[src/rtl/eer_rl_pkg.sv]
// ---------------------------------------------------------------------------
// eer_rl_pkg
// Shared definitions for the EER-RL node logic: packet type codes (also used
// by myNodeInfo), per-type word counts, header bit positions, the TX builder
// state encoding and the snapshot record of node fields.
// ---------------------------------------------------------------------------
package eer_rl_pkg;

  localparam int WORD_W    = 16;  // data word width (14.2 fixed point)
  localparam int SEQ_W     = 7;   // per-node sequence counter width
  localparam int MAX_WORDS = 5;   // longest packet, header included
  localparam int IDX_W     = $clog2(MAX_WORDS);
  localparam int CNT_W     = 4;   // width of the header word-count field

  // Header layout: [15:13] type, [12] role, [11] low_E, [10:4] seq, [3:0] count
  localparam int HDR_TYPE_MSB = 15;
  localparam int HDR_TYPE_LSB = 13;
  localparam int HDR_ROLE_BIT = 12;
  localparam int HDR_LOWE_BIT = 11;
  localparam int HDR_SEQ_MSB  = 10;
  localparam int HDR_SEQ_LSB  = 4;
  localparam int HDR_CNT_MSB  = 3;
  localparam int HDR_CNT_LSB  = 0;

  typedef enum logic [2:0] {
    PKT_HB   = 3'b000,
    PKT_CHE  = 3'b001,
    PKT_JOIN = 3'b010,
    PKT_TS   = 3'b011,
    PKT_DATA = 3'b100
  } pkt_type_e;

  typedef enum logic [1:0] {
    ST_IDLE = 2'd0,
    ST_LOAD = 2'd1,
    ST_SEND = 2'd2,
    ST_DONE = 2'd3
  } tx_state_e;

  // Node fields captured at packet start so later input changes cannot
  // disturb a packet already in flight.
  typedef struct packed {
    logic [WORD_W-1:0] node_id;
    logic [WORD_W-1:0] hops;
    logic [WORD_W-1:0] q_value;
    logic [WORD_W-1:0] energy;
    logic [WORD_W-1:0] e_max;
    logic [WORD_W-1:0] e_min;
    logic [WORD_W-1:0] ch_id;
    logic [WORD_W-1:0] timeslot;
  } node_fields_t;

  // Total words (header included) for a type; 0 marks an unsupported type.
  function automatic logic [CNT_W-1:0] pkt_word_count(input logic [2:0] t);
    logic [CNT_W-1:0] cnt;
    case (t)
      PKT_HB:   cnt = CNT_W'(5);
      PKT_CHE:  cnt = CNT_W'(4);
      PKT_JOIN: cnt = CNT_W'(5);
      PKT_TS:   cnt = CNT_W'(4);
      PKT_DATA: cnt = CNT_W'(4);
      default:  cnt = '0;
    endcase
    return cnt;
  endfunction

  function automatic logic [WORD_W-1:0] pkt_header(
    input logic [2:0]       t,
    input logic             role,
    input logic             low_e,
    input logic [SEQ_W-1:0] seq,
    input logic [CNT_W-1:0] cnt
  );
    logic [WORD_W-1:0] h;
    h = '0;
    h[HDR_TYPE_MSB:HDR_TYPE_LSB] = t;
    h[HDR_ROLE_BIT]              = role;
    h[HDR_LOWE_BIT]              = low_e;
    h[HDR_SEQ_MSB:HDR_SEQ_LSB]   = seq;
    h[HDR_CNT_MSB:HDR_CNT_LSB]   = cnt;
    return h;
  endfunction

endpackage

[src/rtl/pkt_tx_builder_if.sv]
// ---------------------------------------------------------------------------
// pkt_tx_builder_if
// Word stream from the packet builder to the link-layer TX FIFO.
//   tx_data  : current 16-bit word
//   tx_valid : tx_data valid
//   tx_last  : final word of the packet
//   tx_ready : downstream accepts the word (transfer on valid & ready)
// master = packet builder, slave = TX FIFO / MAC.
// ---------------------------------------------------------------------------
interface pkt_tx_builder_if;

  logic [eer_rl_pkg::WORD_W-1:0] tx_data;
  logic                          tx_valid;
  logic                          tx_last;
  logic                          tx_ready;

  modport master (
    output tx_data,
    output tx_valid,
    output tx_last,
    input  tx_ready
  );

  modport slave (
    input  tx_data,
    input  tx_valid,
    input  tx_last,
    output tx_ready
  );

endinterface

[src/rtl/pkt_tx_builder.sv]
// ---------------------------------------------------------------------------
// pkt_tx_builder
// Builds an outgoing EER-RL packet from the node's own state and streams it
// one word per handshake to the radio/MAC TX FIFO.
//   clk, nrst        : clock, synchronous active-high reset
//   en_TX, tx_type   : start pulse (honoured only in IDLE) and packet type
//   myNodeID .. low_E: node fields, snapshotted on an accepted start
//   tx (master)      : tx_data / tx_valid / tx_last out, tx_ready in
//   busy             : packet in progress (LOAD, SEND, DONE)
//   done             : one-cycle pulse after the last word is accepted
//   err_type         : one-cycle pulse after a start with unsupported type
// ---------------------------------------------------------------------------
module pkt_tx_builder
  import eer_rl_pkg::*;
(
  input  logic              clk,
  input  logic              nrst,
  input  logic              en_TX,
  input  logic [2:0]        tx_type,
  input  logic [WORD_W-1:0] myNodeID,
  input  logic [WORD_W-1:0] hopsFromSink,
  input  logic [WORD_W-1:0] myQValue,
  input  logic [WORD_W-1:0] energy,
  input  logic [WORD_W-1:0] e_max,
  input  logic [WORD_W-1:0] e_min,
  input  logic [WORD_W-1:0] ch_ID,
  input  logic [WORD_W-1:0] timeslot,
  input  logic              role,
  input  logic              low_E,
  pkt_tx_builder_if.master  tx,
  output logic              busy,
  output logic              done,
  output logic              err_type
);

  tx_state_e        r_state;
  tx_state_e        w_state_next;
  logic [2:0]       r_type;
  logic             r_role;
  logic             r_low_e;
  node_fields_t     r_fields;
  logic [SEQ_W-1:0] r_seq;
  logic [IDX_W-1:0] r_idx;
  logic [CNT_W-1:0] r_count;
  logic [WORD_W-1:0] r_hdr;
  logic             r_err_type;

  logic             w_start;
  logic             w_type_ok;
  logic             w_xfer;
  logic             w_last;

  // Word selection for a given type/index. Words 0 and 1 are common to all
  // types; the rest depend on the layout of the type.
  function automatic logic [WORD_W-1:0] pkt_word(
    input logic [2:0]        t,
    input logic [IDX_W-1:0]  idx,
    input logic [WORD_W-1:0] hdr,
    input node_fields_t      f
  );
    logic [WORD_W-1:0] w;
    w = '0;
    if (idx == IDX_W'(0)) begin
      w = hdr;
    end else if (idx == IDX_W'(1)) begin
      w = f.node_id;
    end else begin
      case (t)
        PKT_HB: begin
          case (idx)
            IDX_W'(2): w = f.hops;
            IDX_W'(3): w = f.e_max;
            IDX_W'(4): w = f.e_min;
            default:   w = '0;
          endcase
        end
        PKT_CHE: begin
          case (idx)
            IDX_W'(2): w = f.q_value;
            IDX_W'(3): w = f.hops;
            default:   w = '0;
          endcase
        end
        PKT_JOIN: begin
          case (idx)
            IDX_W'(2): w = f.ch_id;
            IDX_W'(3): w = f.q_value;
            IDX_W'(4): w = f.energy;
            default:   w = '0;
          endcase
        end
        PKT_TS: begin
          case (idx)
            IDX_W'(2): w = f.ch_id;
            IDX_W'(3): w = f.timeslot;
            default:   w = '0;
          endcase
        end
        PKT_DATA: begin
          case (idx)
            IDX_W'(2): w = f.ch_id;
            IDX_W'(3): w = f.energy;
            default:   w = '0;
          endcase
        end
        default: w = '0;
      endcase
    end
    return w;
  endfunction

  assign w_start   = en_TX && (r_state == ST_IDLE);
  assign w_type_ok = (pkt_word_count(tx_type) != '0);
  assign w_xfer    = (r_state == ST_SEND) && tx.tx_ready;
  assign w_last    = (CNT_W'(r_idx) == (r_count - CNT_W'(1)));

  // Next state and outputs
  always_comb begin
    w_state_next = r_state;
    tx.tx_valid  = 1'b0;
    tx.tx_last   = 1'b0;
    tx.tx_data   = '0;
    busy         = (r_state != ST_IDLE);
    done         = 1'b0;
    err_type     = r_err_type;
    case (r_state)
      ST_IDLE: begin
        if (w_start && w_type_ok) begin
          w_state_next = ST_LOAD;
        end
      end
      ST_LOAD: begin
        w_state_next = ST_SEND;
      end
      ST_SEND: begin
        tx.tx_valid = 1'b1;
        tx.tx_last  = w_last;
        tx.tx_data  = pkt_word(r_type, r_idx, r_hdr, r_fields);
        if (w_xfer && w_last) begin
          w_state_next = ST_DONE;
        end
      end
      ST_DONE: begin
        done         = 1'b1;
        w_state_next = ST_IDLE;
      end
      default: begin
        w_state_next = ST_IDLE;
      end
    endcase
  end

  always_ff @(posedge clk) begin
    if (nrst) begin
      r_state    <= ST_IDLE;
      r_type     <= '0;
      r_role     <= 1'b0;
      r_low_e    <= 1'b0;
      r_fields   <= '0;
      r_seq      <= '0;
      r_idx      <= '0;
      r_count    <= '0;
      r_hdr      <= '0;
      r_err_type <= 1'b0;
    end else begin
      r_state    <= w_state_next;
      r_err_type <= w_start && !w_type_ok;

      if (w_start && w_type_ok) begin
        r_type            <= tx_type;
        r_role            <= role;
        r_low_e           <= low_E;
        r_count           <= pkt_word_count(tx_type);
        r_fields.node_id  <= myNodeID;
        r_fields.hops     <= hopsFromSink;
        r_fields.q_value  <= myQValue;
        r_fields.energy   <= energy;
        r_fields.e_max    <= e_max;
        r_fields.e_min    <= e_min;
        r_fields.ch_id    <= ch_ID;
        r_fields.timeslot <= timeslot;
      end

      if (r_state == ST_LOAD) begin
        r_hdr <= pkt_header(r_type, r_role, r_low_e, r_seq, r_count);
        r_idx <= '0;
      end

      // Index only moves on an accepted non-last word, so data/last hold
      // steady through downstream stalls.
      if (w_xfer && !w_last) begin
        r_idx <= r_idx + IDX_W'(1);
      end

      // Sequence wraps naturally at 2**SEQ_W.
      if (r_state == ST_DONE) begin
        r_seq <= r_seq + SEQ_W'(1);
      end
    end
  end

endmodule

[src/flat_wrapper.sv]
// flat-port wrapper written by rule: the top's interface ports become plain ports
module pkt_tx_builder_flat import eer_rl_pkg::*;
  (clk, nrst, en_TX, tx_type, myNodeID, hopsFromSink, myQValue, energy, e_max, e_min, ch_ID, timeslot, role, low_E, busy, done, err_type, tx_tx_data, tx_tx_valid, tx_tx_last, tx_tx_ready);
  pkt_tx_builder_if tx_i ();
  input  logic clk;
  input  logic nrst;
  input  logic en_TX;
  input  logic [2:0] tx_type;
  input  logic [WORD_W-1:0] myNodeID;
  input  logic [WORD_W-1:0] hopsFromSink;
  input  logic [WORD_W-1:0] myQValue;
  input  logic [WORD_W-1:0] energy;
  input  logic [WORD_W-1:0] e_max;
  input  logic [WORD_W-1:0] e_min;
  input  logic [WORD_W-1:0] ch_ID;
  input  logic [WORD_W-1:0] timeslot;
  input  logic role;
  input  logic low_E;
  output logic busy;
  output logic done;
  output logic err_type;
  output wire logic [$bits(tx_i.tx_data)-1:0] tx_tx_data;
  output wire logic [$bits(tx_i.tx_valid)-1:0] tx_tx_valid;
  output wire logic [$bits(tx_i.tx_last)-1:0] tx_tx_last;
  input wire logic [$bits(tx_i.tx_ready)-1:0] tx_tx_ready;
  assign tx_tx_data = tx_i.tx_data;
  assign tx_tx_valid = tx_i.tx_valid;
  assign tx_tx_last = tx_i.tx_last;
  assign tx_i.tx_ready = tx_tx_ready;
  pkt_tx_builder u_core (.clk(clk), .nrst(nrst), .en_TX(en_TX), .tx_type(tx_type), .myNodeID(myNodeID), .hopsFromSink(hopsFromSink), .myQValue(myQValue), .energy(energy), .e_max(e_max), .e_min(e_min), .ch_ID(ch_ID), .timeslot(timeslot), .role(role), .low_E(low_E), .tx(tx_i), .busy(busy), .done(done), .err_type(err_type));
endmodule
[config.mk]
export PLATFORM = sky130hd
export DESIGN_NAME = pkt_tx_builder_flat
export DESIGN_NICKNAME = d
export VERILOG_FILES = /design/src/rtl/eer_rl_pkg.sv /design/src/rtl/pkt_tx_builder_if.sv /design/src/rtl/pkt_tx_builder.sv /design/src/flat_wrapper.sv
export SDC_FILE = /design/constraint.sdc
export NUM_CORES = 1
export LEC_CHECK = 0
export ABC_AREA = 1
export CORE_UTILIZATION = 45
export CTS_CLUSTER_DIAMETER = 120
export DETAILED_ROUTE_END_ITERATION = 7
export PLACE_DENSITY = 0.78
export SLEW_MARGIN = 20
export SYNTH_ARGS = -nofsm -noshare
export SYNTH_HDL_FRONTEND = slang
export SYNTH_SLANG_ARGS = --single-unit
export TNS_END_PERCENT = 5
[constraint.sdc]
create_clock -name clk -period 1.9 [get_ports clk]
set_input_delay 0.285 -clock clk [delete_from_list [all_inputs] [get_ports clk]]
set_output_delay 0.285 -clock clk [all_outputs]
set_load 0.02 [all_outputs]
* Word-level counts from Yosys, hierarchy flattened
Cells that the tools add are included.
Word-level totals: bits of input ports 137, output and inout bits 21, bits in registers 166, logic and storage cells 74
Operators by class: $add $sub $neg 3, reductions and logical operators 18, muxes and demuxes 18, equal/unequal tests 18
Operators with widths (count):
- case mux 16 bit (2 select lines) | 3
- case mux 16 bit (3 select lines) | 2
- case mux 16 bit (5 select lines) | 1
- two-way mux 16 bit | 3
- equality test 3 x 2 -> 1 bit, second input constant | 6
- equality test 3 x 1 -> 1 bit, second input constant | 3
- equality test 3 bit, second input constant | 3
- zero test 3 bit | 3
- case mux 2 bit (4 select lines) | 1
- adder 7 x 1 -> 7 bit, second input constant | 1
- logical AND 1 bit | 6
- two-way mux 3 bit | 2
- case mux 3 bit (2 select lines) | 1
- equality test 2 bit, second input constant | 2
- equality test 3 x 4 -> 1 bit | 1
- two-way mux 2 bit | 2
- inequality test 2 bit, second input constant | 2
- nonzero test 2 bit | 2
- nonzero test 4 bit | 1
- subtractor 4 x 1 -> 4 bit, second input constant | 1
- adder 3 x 1 -> 3 bit, second input constant | 1
- two-way mux 1 bit | 3
- OR reduction 3 bit | 1
- equality test 2 x 1 -> 1 bit, second input constant | 1
- other kinds (4) | 5

* Logic depth before layout (Yosys ltp)
Gate-level depths: netlist of run 1.
word-level depth 7, gate-level depth with buffers 13, gate-level depth less buffers 10

* Worst setup path after synthesis of run 1
OpenSTA, ideal clock, no wires.
path type register to output, start register u_core.r_idx[2], end output tx_tx_data[4], cell stages (with the launch flop) 14, path buffers 3, required time 1615 ps, slack -419 ps, arrival time 2034 ps, cells stage by stage dfxtp_1 inv_2 clkbuf_1 ha_1 buf_2 clkbuf_1 nand2_1 nand2_1 nand2_1 nand3_1 nand2_1 nand2_1 nand2_1 a21oi_1
On the way: longest elaborated chain between the ends 6, elaborated cells on any way between the ends 14, classes of those cells eq/ne: 4; mux: 9; reduce/logical: 1
RTL lines:
- start, declared | line pkt_tx_builder.sv:43 | logic [IDX_W-1:0] r_idx;
- start signal, assigned | line pkt_tx_builder.sv:192 | r_idx <= r_idx + IDX_W'(1);
- equality test 3 bit or equality test 3 x 2 -> 1 bit (tied branches) | line pkt_tx_builder.sv:70, pkt_tx_builder.sv:85, pkt_tx_builder.sv:78
- case mux 16 bit (3 select lines), or another cell as far along | line pkt_tx_builder.sv:85 | case (idx)
- case mux 16 bit (5 select lines) | line pkt_tx_builder.sv:68 | case (t)
- two-way mux 16 bit | line pkt_tx_builder.sv:65 | end else if (idx == IDX_W'(1)) begin
- two-way mux 16 bit (*) | line pkt_tx_builder.sv:63 | if (idx == IDX_W'(0)) begin
- two-way mux 16 bit (*) | line pkt_tx_builder.sv:126 | case (r_state)
- end, declared | line flat_wrapper.sv:22 | output wire logic [$bits(tx_i.tx_data)-1:0] tx_tx_data;
Mark *: on every way between the ends. The rest lies on a longest branch, timed or not.

* Final worst setup path of run 1
start register u_core.r_idx[1], end output tx_tx_data[13]
Same word-level chain as after synthesis.

==> impl_metrics.json, run 1 <==
{
  "rsz0062_at_grt": "true",
  "cts_hold_buf": 0,
  "outcome": "finished with violations",
  "path_clk_slew_ns": 0.07,
  "synth_nets": 1437,
  "final_util_pct": 68.5,
  "wl_mm": 28.5,
  "critPathArrivalTime_ns": 2.24,
  "cp-start-kind": "register",
  "pin_count": 158,
  "critical_path.max_fanout": 9,
  "setup_ws_ns": -0.624,
  "yosysSeqAreaShare_pct": 40.0,
  "placed_cells": 1651,
  "worstSetupPathType": "reg -> out",
  "hold_viol": 0,
  "num_rows": 48,
  "ys_seq_elements": 162,
  "core_area_mm2": 0.0174,
  "dieWidth_um": 136,
  "portBuffers": 157,
  "fin_crit_ns": 2.52,
  "clockBufferDepth": 2,
  "fp.dieH_um": 136,
  "fin_cells": 1703,
  "routabilityCongestion": 0.979,
  "htreeDepth": 4,
  "drc": 0,
  "maxCapViolations": 0,
  "vias": 9235,
  "grt_pass1_vias": 8335,
  "overflow": 0,
  "cts_tree": "built",
  "viasPerCell": 5.42,
  "hold_path.class": "in -> reg",
  "reg2reg_slack_ns": 0.13,
  "drive_gt1_share_pct": 17.3,
  "die_area_mm2": 0.0185,
  "cts_root_buffer": "clkbuf_16",
  "finalClockSkew_ns": 0.00931,
  "tightest_slew_ns": 0.356,
  "drv_slew": 0,
  "start_util_pct": 46.5,
  "cts_made_buffers": 17,
  "syn_inst": 1287,
  "vdd_drop_max_v": 0.000940,
  "report.final.setup_viol": 17,
  "antenna_found_initial": 0,
  "area_delta_synth_final_pct": 47.2,
  "yosys_warnings": 0,
  "p_leak_nw": 5.39,
  "dpl.hpwl_mm": 19.1,
  "seq_area_mm2": 0.00325,
  "multi_input_area_mm2": 0.00487,
  "cts.sinks": 162,
  "clock.fmax_mhz": 396,
  "finalCritPeriodShare_pct": 133,
  "drt-pass1-iter-count": 7,
  "grt_first_pass_wirelength_mm": 42.2,
  "grt.total_usage_pct": 29.5,
  "violations": "negative setup slack",
  "routedWlPerCell_um": 16.7,
  "cellPowerDensity_mw_per_mm2": 928,
  "maxSlewHeadroom_pct": 76.0,
  "nFillCells": 1512,
  "fin_nets": 1614,
  "syn_area_per_cell_um2": 6.29,
  "yosysUniqueCellTypes": 23,
  "pre_cts_ws_ns": -0.765,
  "ant_nets": 0,
  "clock_latency_ns": 0.43,
  "endpoint_kind": "output port",
  "synth_area_mm2": 0.00810,
  "drt_iter0_drc": 931,
  "grt_max_degree": 90,
  "required_ns": 1.62,
  "tns_ns": -9.77
}
-- final timing paths --
path / startpoint / depth (start not counted) / endpoint
max: u_core.r_idx[1]$_SDFFE_PP0P_ / 12 / tx_tx_data[13]
min: myNodeID[12] / 3 / u_core.r_fields[124]$_SDFFE_PP0P_
max reg2reg: u_core.r_state[1]$_SDFFE_PP0P_ / 9 / u_core.r_fields[74]$_SDFFE_PP0P_
min reg2reg: u_core.r_seq[6]$_SDFFE_PP0P_ / 2 / u_core.r_hdr[10]$_SDFFE_PP0P_
-- cells by family after synthesis --
kind of cell	synth area share, %
AND/OR/NAND/NOR	38.9
AO/OA/AOI/OAI	12.6
flip-flops	40.0
buffers and inverters	6.44
adder cells (fa/ha/maj)	2.01
-- critical path, stage by stage, from the launching register on --
cell and delay [ns]:
dfxtp_4 0.37, buf_6 0.13, inv_4 0.06, ha_4 0.23, clkbuf_16 0.20, nand2_1 0.07
nand2_2 0.11, buf_12 0.13, nand2_1 0.06, nand2_2 0.08, nand2_2 0.07, a21oi_4 0.17
buf_6 0.13
-- flip-flops by register name (all words and copies together), names as in the netlist, 2 cells and up --
name	flops
u_core.r_count	2
u_core.r_type	3
u_core.r_hdr	14
u_core.r_idx	3
u_core.r_seq	7
u_core.r_state	2
u_core.r_fields	128
-- Yosys cell counts --
cell type | instances | area [µm²]
nor2_4 | 1 | 11.3
nor3_1 | 4 | 20.0
a21oi_1 | 39 | 195
inv_1 | 34 | 128
nand3_1 | 137 | 686
dfxtp_1 | 162 | 3240
nor3_2 | 1 | 10.0
buf_4 | 3 | 22.5
clkbuf_1 | 60 | 225
nor4_1 | 1 | 6.26
a211oi_1 | 1 | 7.51
ha_1 | 13 | 163
buf_2 | 21 | 105
o21ai_1 | 9 | 45.0
inv_2 | 5 | 18.8
nor2_1 | 287 | 1080
nand2_1 | 344 | 1290
nor2_2 | 3 | 18.8
o21ai_0 | 155 | 776
buf_1 | 3 | 11.3
nand4_1 | 2 | 12.5
buf_6 | 1 | 11.3
nor3_4 | 1 | 16.3
-- stage by stage --
stage	total power, mW	instance area (µm²)	hold WS (ns)
final	11.1	11900	0.431
after global routing	11.6	11900	0.444
after CTS	10.9	11300	0.423
after detailed placement	7.68	10600	0.471
after global placement	7.62	10600	0.460
after floorplan	6.26	8370	0.420
-- layout by cell type (no fill, tap or decap), types with 2 or more instances in the layout --
cell,n
inv_1,31
nand2_2,50
ha_1,8
nand3_1,109
clkinv_4,3
dfxtp_4,2
clkinvlp_4,3
nor3_1,4
nand3_2,27
buf_6,27
clkdlybuf4s50_1,137
o21ai_1,17
nor2_1,286
a21oi_1,23
o21ai_0,146
nor2_2,3
dfxtp_1,160
nor2_4,2
a21oi_4,16
clkbuf_16,28
inv_6,4
clkinv_2,3
buf_12,24
inv_2,5
ha_4,5
buf_8,2
nand2_1,293
nand4_1,2
inv_4,2
buf_4,41
-- timing repair --
item / in CTS / in global routing
endpoints found under the setup margin: 20 / 31
setup buffers: 0 / 6
gates cloned: 1 / 12
pin swaps: 4 / 48
gates resized for setup: 158 / 79
-- metal layers --
layer  vias to the layer above  global-route usage, %  wire, µm
met5                         -                      0         0
met1                      4189                   40.4     12400
li1                       4502                      -         -
met4                         0                   12.7       936
met2                       461                   45.9     12800
met3                        83                   4.51      2380
-- where the power goes --
| part | internal, mW | switching [mW] |
|---|---|---|
| Combinational | 1.32 | 1.80 |
| Clock | 1.72 | 1.47 |
| Sequential | 4.15 | 0.608 |
-- final cells by class --
cell class              instances  share of cell area [%]
well taps                     225                    2.36
clock buffers                  19                    3.71
inverters                      39                    1.31
flip-flops and latches        162                    27.3
repair buffers                246                    23.6
diodes                          1                  0.0210
clock inverters                13                   0.850
multi-input cells             998                    40.8
(Power assumes the default switching activity.)
==> run 2: changes to the inputs <==
--- a/config.mk
+++ b/config.mk
@@ -6,6 +6,7 @@
 export NUM_CORES = 1
 export LEC_CHECK = 0
 export ABC_AREA = 1
+export ABC_CLOCK_PERIOD_IN_PS = 2100
 export CORE_UTILIZATION = 45
 export CTS_CLUSTER_DIAMETER = 120
 export DETAILED_ROUTE_END_ITERATION = 7
==> constraint.sdc (replaced) <==
create_clock -name clk -period 2.1 [get_ports clk]
set_input_delay 0.315 -clock clk [delete_from_list [all_inputs] [get_ports clk]]
set_output_delay 0.315 -clock clk [all_outputs]
set_load 0.02 [all_outputs]
==> impl_metrics.json, run 2 (synthesis results as in run 1) <==
{
  "outcome": "finished with violations",
  "violations": "negative setup slack",
  "viasPerCell": 5.45,
  "layout_common_cells": "nand2_1, nor2_1, dfxtp_1, o21ai_0, clkdlybuf4s50_1",
  "critical_path.max_fanout": 7,
  "path_delay_family": "buffers and inverters",
  "grt.total_usage_pct": 31.4,
  "cellPowerDensity_mw_per_mm2": 852,
  "required_ns": 1.78,
  "fp.dieH_um": 136,
  "path_common_cell": "nand2_1",
  "clock.fmax_mhz": 387,
  "ant_nets": 0,
  "setup_ws_ns": -0.487,
  "cts_hold_buf": 0,
  "p_leak_nw": 5.33,
  "mostFrequentLayoutCell": "nand2_1",
  "rr_startpoint": "u_core.r_state[0]$_SDFFE_PP0P_",
  "tns_ns": -7.35,
  "startpoint": "u_core.r_idx[0]$_SDFFE_PP0P_",
  "rr_worst_depth": 9,
  "cts_root_buffer": "clkbuf_16",
  "cp.depth": 15,
  "fin_nets": 1608,
  "path_cells": "ha_4, buf_6, ha_4, buf_6, buf_8, buf_6, nand2_2, nand2_1, nand2_1, nand3_2, nand2_1, nand2_1, nand2_1, a21oi_2, buf_6",
  "cts_tree": "built",
  "maxSlewHeadroom_pct": 74.5,
  "cts.sinks": 162,
  "drive_gt1_share_pct": 15.0,
  "hp-start": "ch_ID[2]",
  "finalPower_mw": 9.94,
  "rsz0062_at_grt": "true",
  "htreeDepth": 4,
  "core_area_mm2": 0.0174,
  "slowest_delay_ns": 0.37,
  "worstSetupPathType": "reg -> out",
  "portBuffers": 157,
  "finalCritPeriodShare_pct": 123,
  "fin_crit_ns": 2.59,
  "grt_pass1_vias": 8751,
  "maxCapViolations": 0,
  "diodes": 0,
  "wl_mm": 28.6,
  "dpl.hpwl_mm": 19.2,
  "area_delta_synth_final_pct": 44.1,
  "tightest_slew_ns": 0.382,
  "report.final.setup_viol": 16,
  "reg2reg_slack_ns": 0.27,
  "pre_cts_ws_ns": -0.556,
  "finalClockSkew_ns": 0.00918,
  "drt-pass1-iter-count": 5,
  "regMostFlops": "u_core.r_fields",
  "reg_top3": "u_core.r_fields: 128 flops, u_core.r_hdr: 14 flops, u_core.r_seq: 7 flops",
  "vias": 9246,
  "grt_first_pass_wirelength_mm": 44.7,
  "path_buf_inv": 5,
  "clock_latency_ns": 0.44,
  "slowest_stage": "dfxtp_4",
  "drv_slew": 0,
  "drt_iter0_drc": 861,
  "endpoint_kind": "output port",
  "overflow": 0,
  "hold_depth": 3,
  "cp-start-kind": "register",
  "vdd_drop_max_v": 0.000590,
  "grt_max_degree": 82,
  "num_rows": 48,
  "routabilityCongestion": 0.956,
  "pin_count": 158,
  "critPathArrivalTime_ns": 2.27,
  "hold_viol": 0,
  "start_util_pct": 46.5,
  "clockBufferDepth": 2,
  "cts_made_buffers": 17,
  "hold_path.class": "in -> reg",
  "routedWlPerCell_um": 16.9,
  "drc": 0,
  "path_clk_slew_ns": 0.06,
  "largest_reg_flops": 128,
  "die_area_mm2": 0.0185,
  "antenna_found_initial": 0,
  "dieWidth_um": 136
}
==> run 2: power by group <==
group / internal (mW) / leakage, nW / switching [mW]
sequential: 3.76 / 1.33 / 0.564
clock: 1.65 / 0.252 / 1.28
combinational: 1.14 / 3.74 / 1.55
total: 6.54 / 5.33 / 3.40
==> run 2: cell type report <==
cell class	count	area, µm²
clock buffer	22	454
sequential	162	3250
multi-input combinational	998	4670
tap	225	282
fill	1500	5740
clock inverter	9	83.8
inverter	39	154
timing repair buffer	240	2780
==> run 2: routing by layer <==
| metal | vias up | track usage [%] | part of all wire, % |
|---|---|---|---|
| met1 | 4203 | 41.7 | 43 |
| met3 | 86 | 5.59 | 8.5 |
| met2 | 473 | 48.5 | 44 |
| met4 | 0 | 16.8 | 4.0 |
| met5 | - | 0 | 0 |
| li1 | 4484 | - | - |
==> run 2: timing repair <==
item,CTS,global route
buffers inserted,7,1
gates cloned,7,3
setup endpoints to repair,19,18
pin swaps,27,30
gates resized for setup,163,40
==> run 2: worst paths after layout <==
kind,end
max reg2reg,u_core.r_fields[10]$_SDFFE_PP0P_
max,tx_tx_data[0]
min reg2reg,u_core.r_hdr[10]$_SDFFE_PP0P_
min,u_core.r_fields[18]$_SDFFE_PP0P_
==> run 2: through the flow <==
stage	util (%)	area, µm²	hold WS, ns	cells
2_1_floorplan	-	8170	0.445	1287
3_3_place_gp	59.7	10400	0.467	1646
3_5_place_dp	59.7	10400	0.483	1646
4_1_cts	65.7	11400	0.460	1691
5_1_grt	67.0	11700	0.473	1695
6_report	67.0	11700	0.457	1695
==> run 2: worst min-delay path: stages <==
cell and delay, ns:
clkdlybuf4s50_1 0.39, nor2_1 0.10, nor2_1 0.05
